File: src/rtl/fetch_unit.sv
// Instruction fetch unit: issues single-word reads, holds each fetched
// instruction until the downstream stage accepts it, and follows redirects.
module fetch_unit #(
    parameter logic [9:0] RESET_PC = 10'h000,
    localparam int unsigned PC_W   = 10,
    localparam int unsigned DATA_W = 32,
    localparam int unsigned CNT_W  = 16
) (
    input  logic              clk,
    input  logic              rst,
    input  logic              halt,
    input  logic              redirect_valid,
    input  logic [PC_W-1:0]   redirect_pc,
    output logic              mem_rd,
    output logic [PC_W-1:0]   mem_addr,
    input  logic [DATA_W-1:0] mem_rdata,
    output logic              instr_valid,
    input  logic              instr_ready,
    output logic [DATA_W-1:0] instr_out,
    output logic [PC_W-1:0]   instr_pc,
    output logic [CNT_W-1:0]  fetch_count
);

    typedef enum logic [1:0] {
        FETCH = 2'd0,
        WAIT  = 2'd1,
        VALID = 2'd2
    } state_t;

    localparam logic [PC_W-1:0] ALIGN_MASK = ~PC_W'(3);

    state_t          state;
    logic [PC_W-1:0] pc;
    logic [PC_W-1:0] pc_inc;
    logic [PC_W-1:0] redirect_tgt;
    logic            handshake;

    // Read request decodes straight from state so it leaves in the FETCH cycle.
    assign mem_rd       = (state == FETCH) && !halt;
    assign mem_addr     = pc;

    assign pc_inc       = pc + PC_W'(4);
    assign redirect_tgt = redirect_pc & ALIGN_MASK;
    assign handshake    = (state == VALID) && instr_valid && instr_ready;

    always_ff @(posedge clk) begin
        if (!rst) begin
            state       <= FETCH;
            pc          <= RESET_PC & ALIGN_MASK;
            instr_valid <= 1'b0;
            instr_out   <= '0;
            instr_pc    <= '0;
            fetch_count <= '0;
        end else begin
            // An accepted instruction counts even when a redirect lands with it.
            if (handshake && (fetch_count != '1)) begin
                fetch_count <= fetch_count + CNT_W'(1);
            end

            if (redirect_valid) begin
                pc          <= redirect_tgt;
                instr_valid <= 1'b0;
                state       <= FETCH;
            end else begin
                case (state)
                    FETCH: begin
                        if (!halt) begin
                            state <= WAIT;
                        end
                    end
                    WAIT: begin
                        instr_out   <= mem_rdata;
                        instr_pc    <= pc;
                        instr_valid <= 1'b1;
                        state       <= VALID;
                    end
                    VALID: begin
                        if (handshake) begin
                            pc          <= pc_inc;
                            instr_valid <= 1'b0;
                            state       <= FETCH;
                        end
                    end
                    default: begin
                        instr_valid <= 1'b0;
                        state       <= FETCH;
                    end
                endcase
            end
        end
    end

endmodule

File: config.mk
export PLATFORM = sky130hd
export DESIGN_NAME = fetch_unit
export DESIGN_NICKNAME = d
export VERILOG_FILES = /design/src/rtl/fetch_unit.sv
export SDC_FILE = /design/constraint.sdc
export NUM_CORES = 1
export LEC_CHECK = 0
export ABC_AREA = 1
export CAP_MARGIN = 20
export CELL_PAD_IN_SITES_DETAIL_PLACEMENT = 1
export CELL_PAD_IN_SITES_GLOBAL_PLACEMENT = 2
export CORE_ASPECT_RATIO = 0.75
export CORE_MARGIN = 3
export CORE_UTILIZATION = 24
export DETAILED_ROUTE_END_ITERATION = 8
export PLACE_DENSITY_LB_ADDON = 0.25
export SYNTH_ARGS = -nofsm -noshare
export SYNTH_HDL_FRONTEND = slang
export SYNTH_SLANG_ARGS = --single-unit
File: constraint.sdc
create_clock -name clk -period 3.2 [get_ports clk]
set_input_delay 0.64 -clock clk [delete_from_list [all_inputs] [get_ports clk]]
set_output_delay 0.64 -clock clk [all_outputs]
set_load 0.03 [all_outputs]
==> metrics.md, run 1 <==
| Metric | Value |
|---|---|
| Outcome | `complete, no violations` |
| Max-cap violations | `0` |
| Final TNS setup | `0 ns` |
| Clk pin slew, worst setup/hold paths | `0.05 ns` |
| Fin Hold WS | `roughly 0.46 ns` |
| Hold-fix buffer count after cts | `0` |
| Fmax | `just under 400 MHz` |
| Die area | `about 14000 sq um` |
| Core ar. | `between 10000 and 15000 sq um` |
| Post-route ant nets | `0` |
| CP arrival | `around 1.9 ns` |
| Crit. Startpoint | `halt` |
| Syn avg cell area | `between 7 and 8 sq um` |
| Crit Path Category | `input port to output pin` |
| Clk network pwr share | `~45%` |
| RR Endpoint | `fetch_count[7]$_SDFFE_PN0P_` |
| Largest net degree at the start of global routing | `46` |
| Register area share after synthesis | `45.1%` |
| Wire per inst | `14.8 um` |
| FILL cells | `~1400` |
| Layout Skew | `~0.0032 ns` |
| RR Startpoint | `fetch_count[0]$_SDFFE_PN0P_` |
| FF/Latch Area | `between 1000 and 1500 sq um` |
| Tmin final | `roughly 2.5 ns` |
| Row count | `34` |
| I/O pin cnt | `117` |
| Vias in the first global route | `about 3200` |
| Psw | `approximately 490 uW` |
| CTS tree | `done` |
| Sequential Power Share | `between 40 and 50%` |
| Final Max Slew Viols | `0` |
| Clock root buffer master | `clkbuf_16` |
| Worst skew pair latency | `0.33 ns` |
| Final-report hold violation count | `0` |
| Overall die height | `102 um` |
| Largest area contributor in the netlist | `dfxtp_1` |
| Pwr Total | `between 1500 and 2000 uW` |
| Critical Path Fanout Max | `2` |
| P&R area growth vs syn | `50.8%` |
| Worst Setup EP | `mem_rd` |
| Top cells by count, synth | `111 x nand2_1, 67 x dfxtp_1, 60 x a21oi_1` |
| P_leak | `around 0.0016 uW` |
| DR vias | `slightly above 3000` |
| First drt pass iteration count | `4` |
| Startpoint Class | `input port` |
| Final setup violation count | `0` |
| Synth Instances | `between 400 and 500` |
| CTS Buf Count | `9` |
| Hold crit path type | `flip-flop to flip-flop` |
| Synth Flop Type | `dfxtp_1` |
| Cell Count, Final, Fillers Out | `689` |
| Initial antenna violation count | `0` |
| Routed wire length | `10200 um` |
| Worst-margin pin slew | `approximately 0.54 ns` |
| DP Cell Count | `~670` |
| Gate power share | `a little over a tenth` |
| Count leader, synth | `nand2_1` |
| Max clock buf depth | `2` |
| Area after DPL | `4220 sq um` |
| Grt ovf | `0` |
| Pwr/cell area | `about 440 nW/um^2` |
| CTS sink cnt | `67` |
| Multi-input logic area | `1420 sq um` |
| Ys async rst share | `0%` |
| Switching Fraction | `around a quarter` |
| Register bit count reported by yosys | `67` |
| FF-to-FF setup slack | `between 1 and 1.5 ns` |
| Postcts setup bufs | `0` |
| Initial core utilization | `between 20% and 30%` |
| Final net count | `571` |
| Starting DRT DRC Count | `99` |
| GRT Util Overall | `between 15 and 20%` |
| Critical path data required time | `between 2 and 3 ns` |
| FF-to-FF path depth | `7` |
| Width of the chip | `approximately 130 um` |
| Mapped cell area | `2970 sq um` |
| Gp weighted congestion | `just over 0.7` |
| DR vias/cell | `between 4 and 5` |
| Synth top area share | `about 45%` |
| Top cells by area, synth | `dfxtp_1 45%, nand2_1 14%, a21oi_1 10%, nand3_1 9.6%, nor2_1 4.8%` |
| Synth Warn # | `0` |
| Post-DP HPWL | `a little over 7000 um` |
| EDFF count, synth | `0` |
| Slew headroom | `64.1%` |
| First-pass GRT wire length | `16400 um` |
| H-tree depth | `3` |
| Peak VDD IR | `between 0.2 and 0.25 mV` |
| Post-CTS sizing | `0` |
| Unrepaired setup endpoints after global routing | `false` |
| Design area | `roughly 4500 sq um` |
| PortBufs | `110` |
| DRC viols | `0` |
| Antenna Cells | `0` |
| Synth cell types | `25` |
| Fin crit share | `approximately four fifths` |
| Int Power | `around 1500 uW` |
| Worst setup EP type | `output pin` |
| Fraction of final layout cells sized beyond drive strength 1 | `5.31%` |
-- critical path: stages --
cell	delay [ns]
clkdlybuf4s50_1	0.44
nor2_1	0.12
clkdlybuf4s50_1	0.68
-- how the worst min path moves through the flow --
stage,start,endpoint,slack (ns),cells after the start
3_5_place_dp,instr_out[13]$_SDFFE_PN0P_,instr_out[13]$_SDFFE_PN0P_,0.45,2
2_1_floorplan,state[1]$_SDFFE_PP0P_,state[0]$_SDFFE_PP0P_,0.52,3
5_1_grt,instr_out[13]$_SDFFE_PN0P_,instr_out[13]$_SDFFE_PN0P_,0.48,2
6_report,instr_out[13]$_SDFFE_PN0P_,instr_out[13]$_SDFFE_PN0P_,0.46,2
4_1_cts,instr_out[13]$_SDFFE_PN0P_,instr_out[13]$_SDFFE_PN0P_,0.46,2
3_3_place_gp,instr_out[19]$_SDFFE_PN0P_,instr_out[19]$_SDFFE_PN0P_,0.45,2
-- flip-flops by register name, indices dropped and copies added, names as in the netlist --
register	count
instr_out	32
fetch_count	16
instr_pc	8
mem_addr	8
state	2
instr_valid	1
-- kinds of logic after synthesis --
family	synth area share [%]
and+or+nand+nor	31.4
AOI/OAI and AO/OA	12.0
DFF	45.1
buffers and inverters	7.79
xor gates and xnor gates	2.65
adders and majority gates	0.842
other	0.126
-- layout by cell type (no fill, tap or decap), types with 2 or more instances in the layout --
cell	synthesis	layout
conb_1	1	4
nand3_1	57	57
buf_12	0	2
nand2_1	111	111
inv_2	2	2
clkbuf_16	0	9
clkinv_2	0	5
xnor2_1	3	3
nor2_1	38	37
inv_1	21	21
nand4_1	6	6
a21oi_1	60	60
xor2_1	6	6
buf_4	4	4
clkdlybuf4s50_1	0	110
dfxtp_1	67	67
nor3_1	4	4
o21ai_0	7	7
ha_1	2	2
nor2_4	1	2
-- layout make-up --
| cell class | instances | share of cell area [%] |
|---|---|---|
| clock buffer | 10 | 5.11 |
| inverter | 23 | 1.93 |
| multi-input combinational | 305 | 31.6 |
| tap | 162 | 4.52 |
| sequential | 67 | 29.9 |
| clock inverter | 6 | 0.726 |
| timing repair buffer | 116 | 26.1 |
-- layer usage --
layer  GRT usage, %  wire (um)
met1           19.3       4890
met2           24.6       4700
met3           4.72        523
met4           4.69         90
met5              0          0
-- through the flow --
stage | setup WS [ns] | utilization [%]
4_1_cts | 0.663 | 37.9
2_1_floorplan | 1.48 | -
5_1_grt | 0.619 | 37.9
3_5_place_dp | 0.677 | 35.7
6_report | 0.678 | 37.9
3_3_place_gp | 0.687 | 35.7
-- power by group through the flow --
stage | combinational (uW) | sequential (uW) | clock, uW
floorplan | 73.5 | 911 | 0
global placement | 210 | 885 | 0
detailed placement | 212 | 885 | 0
CTS | 213 | 867 | 919
global route | 228 | 869 | 953
finish | 210 | 867 | 882
(Power assumes the default switching activity.)
==> run 2: changes to the inputs <==
--- a/config.mk
+++ b/config.mk
@@ -11,7 +11,7 @@
 export CELL_PAD_IN_SITES_GLOBAL_PLACEMENT = 2
 export CORE_ASPECT_RATIO = 0.75
 export CORE_MARGIN = 3
-export CORE_UTILIZATION = 24
+export CORE_UTILIZATION = 23
 export DETAILED_ROUTE_END_ITERATION = 8
 export PLACE_DENSITY_LB_ADDON = 0.25
 export SYNTH_ARGS = -nofsm -noshare
==> constraint.sdc (replaced) <==
create_clock -name clk -period 2.63 [get_ports clk]
set_input_delay 0.526 -clock clk [delete_from_list [all_inputs] [get_ports clk]]
set_output_delay 0.526 -clock clk [all_outputs]
set_load 0.03 [all_outputs]
==> metrics.md, run 2 (synthesis gave the netlist of run 1 again) <==
| Metric | Value |
|---|---|
| P&R area growth vs syn | `51.6%` |
| Grt ovf | `0` |
| Hold crit path type | `flip-flop to flip-flop` |
| Final net count | `approximately 580` |
| Switching Fraction | `between 20 and 30%` |
| Max clock buf depth | `2` |
| GRT Util Overall | `14.7%` |
| Slew headroom | `around 63%` |
| DR vias/cell | `approximately 4.4` |
| Psw | `between 500 and 600 uW` |
| Vias in the first global route | `roughly 3300` |
| Final TNS setup | `0 ns` |
| Core ar. | `between 10000 and 15000 sq um` |
| First drt pass iteration count | `4` |
| Fmax | `about 440 MHz` |
| Fin Hold WS | `0.462 ns` |
| Clk pin slew, worst setup/hold paths | `about 0.05 ns` |
| Peak VDD IR | `around 0.28 mV` |
| CP arrival | `1.75 ns` |
| Gate power share | `a little over a tenth` |
| Routed wire length | `10100 um` |
| Width of the chip | `between 100 and 150 um` |
| First-pass GRT wire length | `16800 um` |
| Gp weighted congestion | `roughly 0.74` |
| Fraction of final layout cells sized beyond drive strength 1 | `a little over 6%` |
| Hold-fix buffer count after cts | `0` |
| Crit Path Category | `input port to output pin` |
| Outcome | `complete, no violations` |
| Largest Register | `instr_out` |
| Final Max Slew Viols | `0` |
| Post-CTS sizing | `0` |
| Tmin final | `~2.3 ns` |
| Area after DPL | `approximately 4200 sq um` |
| Overall die height | `between 100 and 150 um` |
| Worst setup EP type | `output pin` |
| Die area | `around 14000 sq um` |
| Final setup violation count | `0` |
| Antenna Cells | `0` |
| P_leak | `0.00159 uW` |
| Sequential Power Share | `between 40% and 50%` |
| DR vias | `a little over 3000` |
| Int Power | `approximately 1800 uW` |
| Clock root buffer master | `clkbuf_16` |
| Max-cap violations | `0` |
| Most common cell after layout, fill and taps aside | `nand2_1` |
| CTS sink cnt | `67` |
| PortBufs | `110` |
| Starting DRT DRC Count | `86` |
| Worst-margin pin slew | `about 0.56 ns` |
| Initial core utilization | `between 20% and 30%` |
| Initial antenna violation count | `0` |
| I/O pin cnt | `117` |
| Most frequent cells in the layout | `111 x nand2_1, 110 x clkdlybuf4s50_1, 67 x dfxtp_1` |
| Worst skew pair latency | `between 0.3 and 0.4 ns` |
| Fin crit share | `86.5%` |
| H-tree depth | `3` |
| Unrepaired setup endpoints after global routing | `false` |
| Layout Skew | `0.00393 ns` |
| Critical path data required time | `between 2 and 2.5 ns` |
| Post-DP HPWL | `~7300 um` |
| Final-report hold violation count | `0` |
| Critical Path Fanout Max | `2` |
| Pwr/cell area | `around 530 nW/um^2` |
| Largest net degree at the start of global routing | `35` |
| Row count | `35` |
| Design area | `between 4000 and 5000 sq um` |
| Biggest regs | `instr_out x32, fetch_count x16` |
| Wire per inst | `roughly 14 um` |
| DRC viols | `0` |
| Post-route ant nets | `0` |
| Number of flip-flops under the largest register name | `32` |
| Startpoint Class | `input port` |
| CTS Buf Count | `9` |
| Postcts setup bufs | `0` |
| Clk network pwr share | `between 40 and 50%` |
| CTS tree | `done` |
## run 2: final cells by class
type | instances | area [sq um]
clock buffers | 10 | 229
clock inverters | 6 | 32.5
fillers | 1530 | 7930
inverters | 23 | 86.3
multi-input cells | 305 | 1410
flip-flops and latches | 67 | 1340
well taps | 166 | 208
repair buffers | 121 | 1200
## run 2: through the flow
stage	std cells	total power [uW]	worst slack, ns	util [%]
2_1_floorplan	422	1200	0.910	-
3_3_place_gp	682	1340	0.362	34.1
3_5_place_dp	682	1340	0.356	34.1
4_1_cts	698	2430	0.348	36.2
5_1_grt	698	2500	0.284	36.2
6_report	698	2380	0.354	36.2
## run 2: worst max-delay path, cell delays in order
cell             delay [ns]
clkdlybuf4s50_1        0.43
nor2_1                 0.11
clkdlybuf4s50_1        0.68
## run 2: per-layer routing
metal	routed length (um)	vias to the layer above	GRT usage, %
met2	4600	65	23.3
met1	4740	1449	18.7
met4	160	0	4.56
met3	620	13	5.27
li1	-	1577	-
met5	0	-	0
## run 2: power groups by stage
stage	Sequential [uW]	Combinational, uW	Clock, uW
global placement	1080	260	0
CTS	1050	263	1110
detailed placement	1080	262	0
finish	1050	259	1070
global route	1060	282	1160
floorplan	1110	89.5	0
## run 2: worst paths after layout
kind                                    start                           to  cells after the start  slack (ns)
setup / recovery                         halt                       mem_rd                      3        0.35
hold / removal     instr_out[31]$_SDFFE_PN0P_   instr_out[31]$_SDFFE_PN0P_                      2        0.46
setup reg to reg  fetch_count[0]$_SDFFE_PN0P_  fetch_count[4]$_SDFFE_PN0P_                      7        0.76
hold reg to reg    instr_out[31]$_SDFFE_PN0P_   instr_out[31]$_SDFFE_PN0P_                      2        0.46
==> run 3: changes to the inputs <==
--- a/config.mk
+++ b/config.mk
@@ -11,9 +11,11 @@
 export CELL_PAD_IN_SITES_GLOBAL_PLACEMENT = 2
 export CORE_ASPECT_RATIO = 0.75
 export CORE_MARGIN = 3
-export CORE_UTILIZATION = 23
+export CORE_UTILIZATION = 32
 export DETAILED_ROUTE_END_ITERATION = 8
+export DONT_BUFFER_PORTS = 1
 export PLACE_DENSITY_LB_ADDON = 0.25
+export SKIP_CTS_REPAIR_TIMING = 1
 export SYNTH_ARGS = -nofsm -noshare
 export SYNTH_HDL_FRONTEND = slang
 export SYNTH_SLANG_ARGS = --single-unit
==> metrics.md, run 3 (synthesis gave the netlist of run 1 again) <==
| Metric | Value |
|---|---|
| Outcome | `complete, no violations` |
| Clk network pwr share | `about 48%` |
| DP Cell Count | `about 540` |
| P_leak | `about 0.0012 uW` |
| CTS Buf Count | `9` |
| Die area | `~10000 sq um` |
| Number of flip-flops under the largest register name | `32` |
| Initial core utilization | `between 30% and 40%` |
| Post-DP HPWL | `around 6500 um` |
| Layout Skew | `between 0.004 and 0.005 ns` |
| I/O pin cnt | `117` |
| Final net count | `about 470` |
| Most frequent cells in the layout | `111 x nand2_1, 67 x dfxtp_1, 60 x a21oi_1` |
| Cell Count, Final, Fillers Out | `between 500 and 600` |
| Starting DRT DRC Count | `between 100 and 150` |
| GRT Util Overall | `about 17%` |
| Gp weighted congestion | `slightly above 0.7` |
| Post-layout util | `39.1%` |
| Fin Hold WS | `approximately 0.27 ns` |
| Vias in the first global route | `about 2700` |
| Final Max Slew Viols | `0` |
| Worst setup EP type | `flip-flop` |
| Switching Fraction | `between 20% and 30%` |
| Clk pin slew, worst setup/hold paths | `0.05 ns` |
| Wire per inst | `16.5 um` |
| Crit path cell chain | `nand2_1, nor2_1, nand2_1, o21ai_2, nand2_1, a21oi_1` |
| CTS sink cnt | `67` |
| Psw | `about 570 uW` |
| Pwr Total | `between 2000 and 2500 uW` |
| Largest net degree at the start of global routing | `39` |
| Fmax | `approximately 520 MHz` |
| Gate power share | `about 4.8%` |
| Sequential Power Share | `46.9%` |
| Worst-margin pin slew | `0.608 ns` |
| Core ar. | `around 9000 sq um` |
| Unrepaired setup endpoints after global routing | `false` |
| Slowest library cell on the worst path | `dfxtp_1` |
| PortBufs | `0` |
| Max-cap violations | `0` |
| Worst skew pair latency | `0.33 ns` |
| Critical Path Fanout Max | `12` |
| Clock root buffer master | `clkbuf_16` |
| Most Frequent Cell on Critical Path | `nand2_1` |
| Fraction of final layout cells sized beyond drive strength 1 | `a little under a tenth` |
| DR vias | `2753` |
| CP arrival | `roughly 2.2 ns` |
| Startpoint Class | `flip-flop` |
| Final setup violation count | `0` |
| Routed wire length | `9130 um` |
| Hold crit path type | `input port to flip-flop` |
| Crit. Startpoint | `fetch_count[3]$_SDFFE_PN0P_` |
| Grt ovf | `0` |
| Max clock buf depth | `2` |
| RR Startpoint | `fetch_count[3]$_SDFFE_PN0P_` |
| Post-route ant nets | `0` |
| H-tree depth | `3` |
| P&R area growth vs syn | `15.0%` |
| Final-report hold violation count | `0` |
| First drt pass iteration count | `4` |
| Fin crit share | `72.6%` |
| Final TNS setup | `0 ns` |
| Worst Setup EP | `fetch_count[5]$_SDFFE_PN0P_` |
| Row count | `29` |
| Critical path data required time | `around 2.9 ns` |
| Width of the chip | `~120 um` |
| Initial antenna violation count | `0` |
| Antenna Cells | `0` |
| Int Power | `around 1800 uW` |
| Slew headroom | `between 50% and 60%` |
| Largest Register | `instr_out` |
| Pwr/cell area | `just under 700 nW/um^2` |
| FF-to-FF setup slack | `between 0.7 and 0.8 ns` |
| Peak VDD IR | `0.368 mV` |
| DRC viols | `0` |
| First-pass GRT wire length | `14000 um` |
| RR Endpoint | `fetch_count[5]$_SDFFE_PN0P_` |
| Overall die height | `a little under 90 um` |
| Tmin final | `approximately 1.9 ns` |
| DR vias/cell | `between 4 and 5` |
| CTS tree | `done` |
| Critical Path Max Stage Delay | `slightly above 0.6 ns` |
| Most common cell after layout, fill and taps aside | `nand2_1` |
| Biggest regs | `instr_out x32, fetch_count x16` |
| FF-to-FF path depth | `6` |
| Crit Path Category | `flip-flop to flip-flop` |
[run 3: cell types whose count changed in the layout (fill, tap and decap cells not counted)]
cell	change
clkdlybuf4s50_1	-110
buf_4	+8
clkinv_2	-3
clkbuf_8	+2
buf_12	-1
clkinvlp_4	+1
nor2_2	-1
nor2_4	+1
[run 3: area by class of cell]
type / count / area [sq um]
multi-input combinational: 305 / 1420
tap: 124 / 155
sequential: 67 / 1340
timing repair buffer: 18 / 135
fill: 1114 / 5330
clock inverter: 4 / 25.0
inverter: 23 / 86.3
clock buffer: 12 / 256
[run 3: power by group through the flow]
stage | Clock, uW | Combinational [uW] | Sequential, uW
after CTS | 1160 | 112 | 1090
after global routing | 1200 | 125 | 1090
final | 1120 | 111 | 1090
after floorplan | 0 | 89.5 | 1110
after detailed placement | 0 | 111 | 1110
after global placement | 0 | 108 | 1110
[run 3: through the flow]
step | instance area (sq um) | setup slack, ns
final | 3420 | 0.720
after global routing | 3420 | 0.580
after CTS | 3420 | 0.682
after detailed placement | 3140 | 0.704
after global placement | 3140 | 0.778
after floorplan | 2980 | 0.910
[run 3: how the worst min path moves through the flow]
stage / from / endpoint / slack [ns] / cells past startpoint
2_1_floorplan: state[1]$_SDFFE_PP0P_ / state[0]$_SDFFE_PP0P_ / 0.52 / 3
3_3_place_gp: state[0]$_SDFFE_PP0P_ / state[1]$_SDFFE_PP0P_ / 0.57 / 3
3_5_place_dp: state[0]$_SDFFE_PP0P_ / state[1]$_SDFFE_PP0P_ / 0.58 / 3
4_1_cts: halt / state[0]$_SDFFE_PP0P_ / 0.26 / 1
5_1_grt: halt / state[0]$_SDFFE_PP0P_ / 0.26 / 1
6_report: halt / state[0]$_SDFFE_PP0P_ / 0.27 / 1
[run 3: worst max-delay path: cells and delay by family, from the launching register on]
family          cells  cell delay (ns)
compound gates      2             0.68
flops               1             0.62
simple gates        4             0.53
[run 3: metal layers]
layer | vias to the layer above | track usage (%) | share of wire [%]
met5 | - | 0 | 0
li1 | 1372 | - | -
met4 | 0 | 5.31 | 1.1
met2 | 72 | 26.9 | 46
met1 | 1298 | 22.7 | 45
met3 | 11 | 6.56 | 8.1
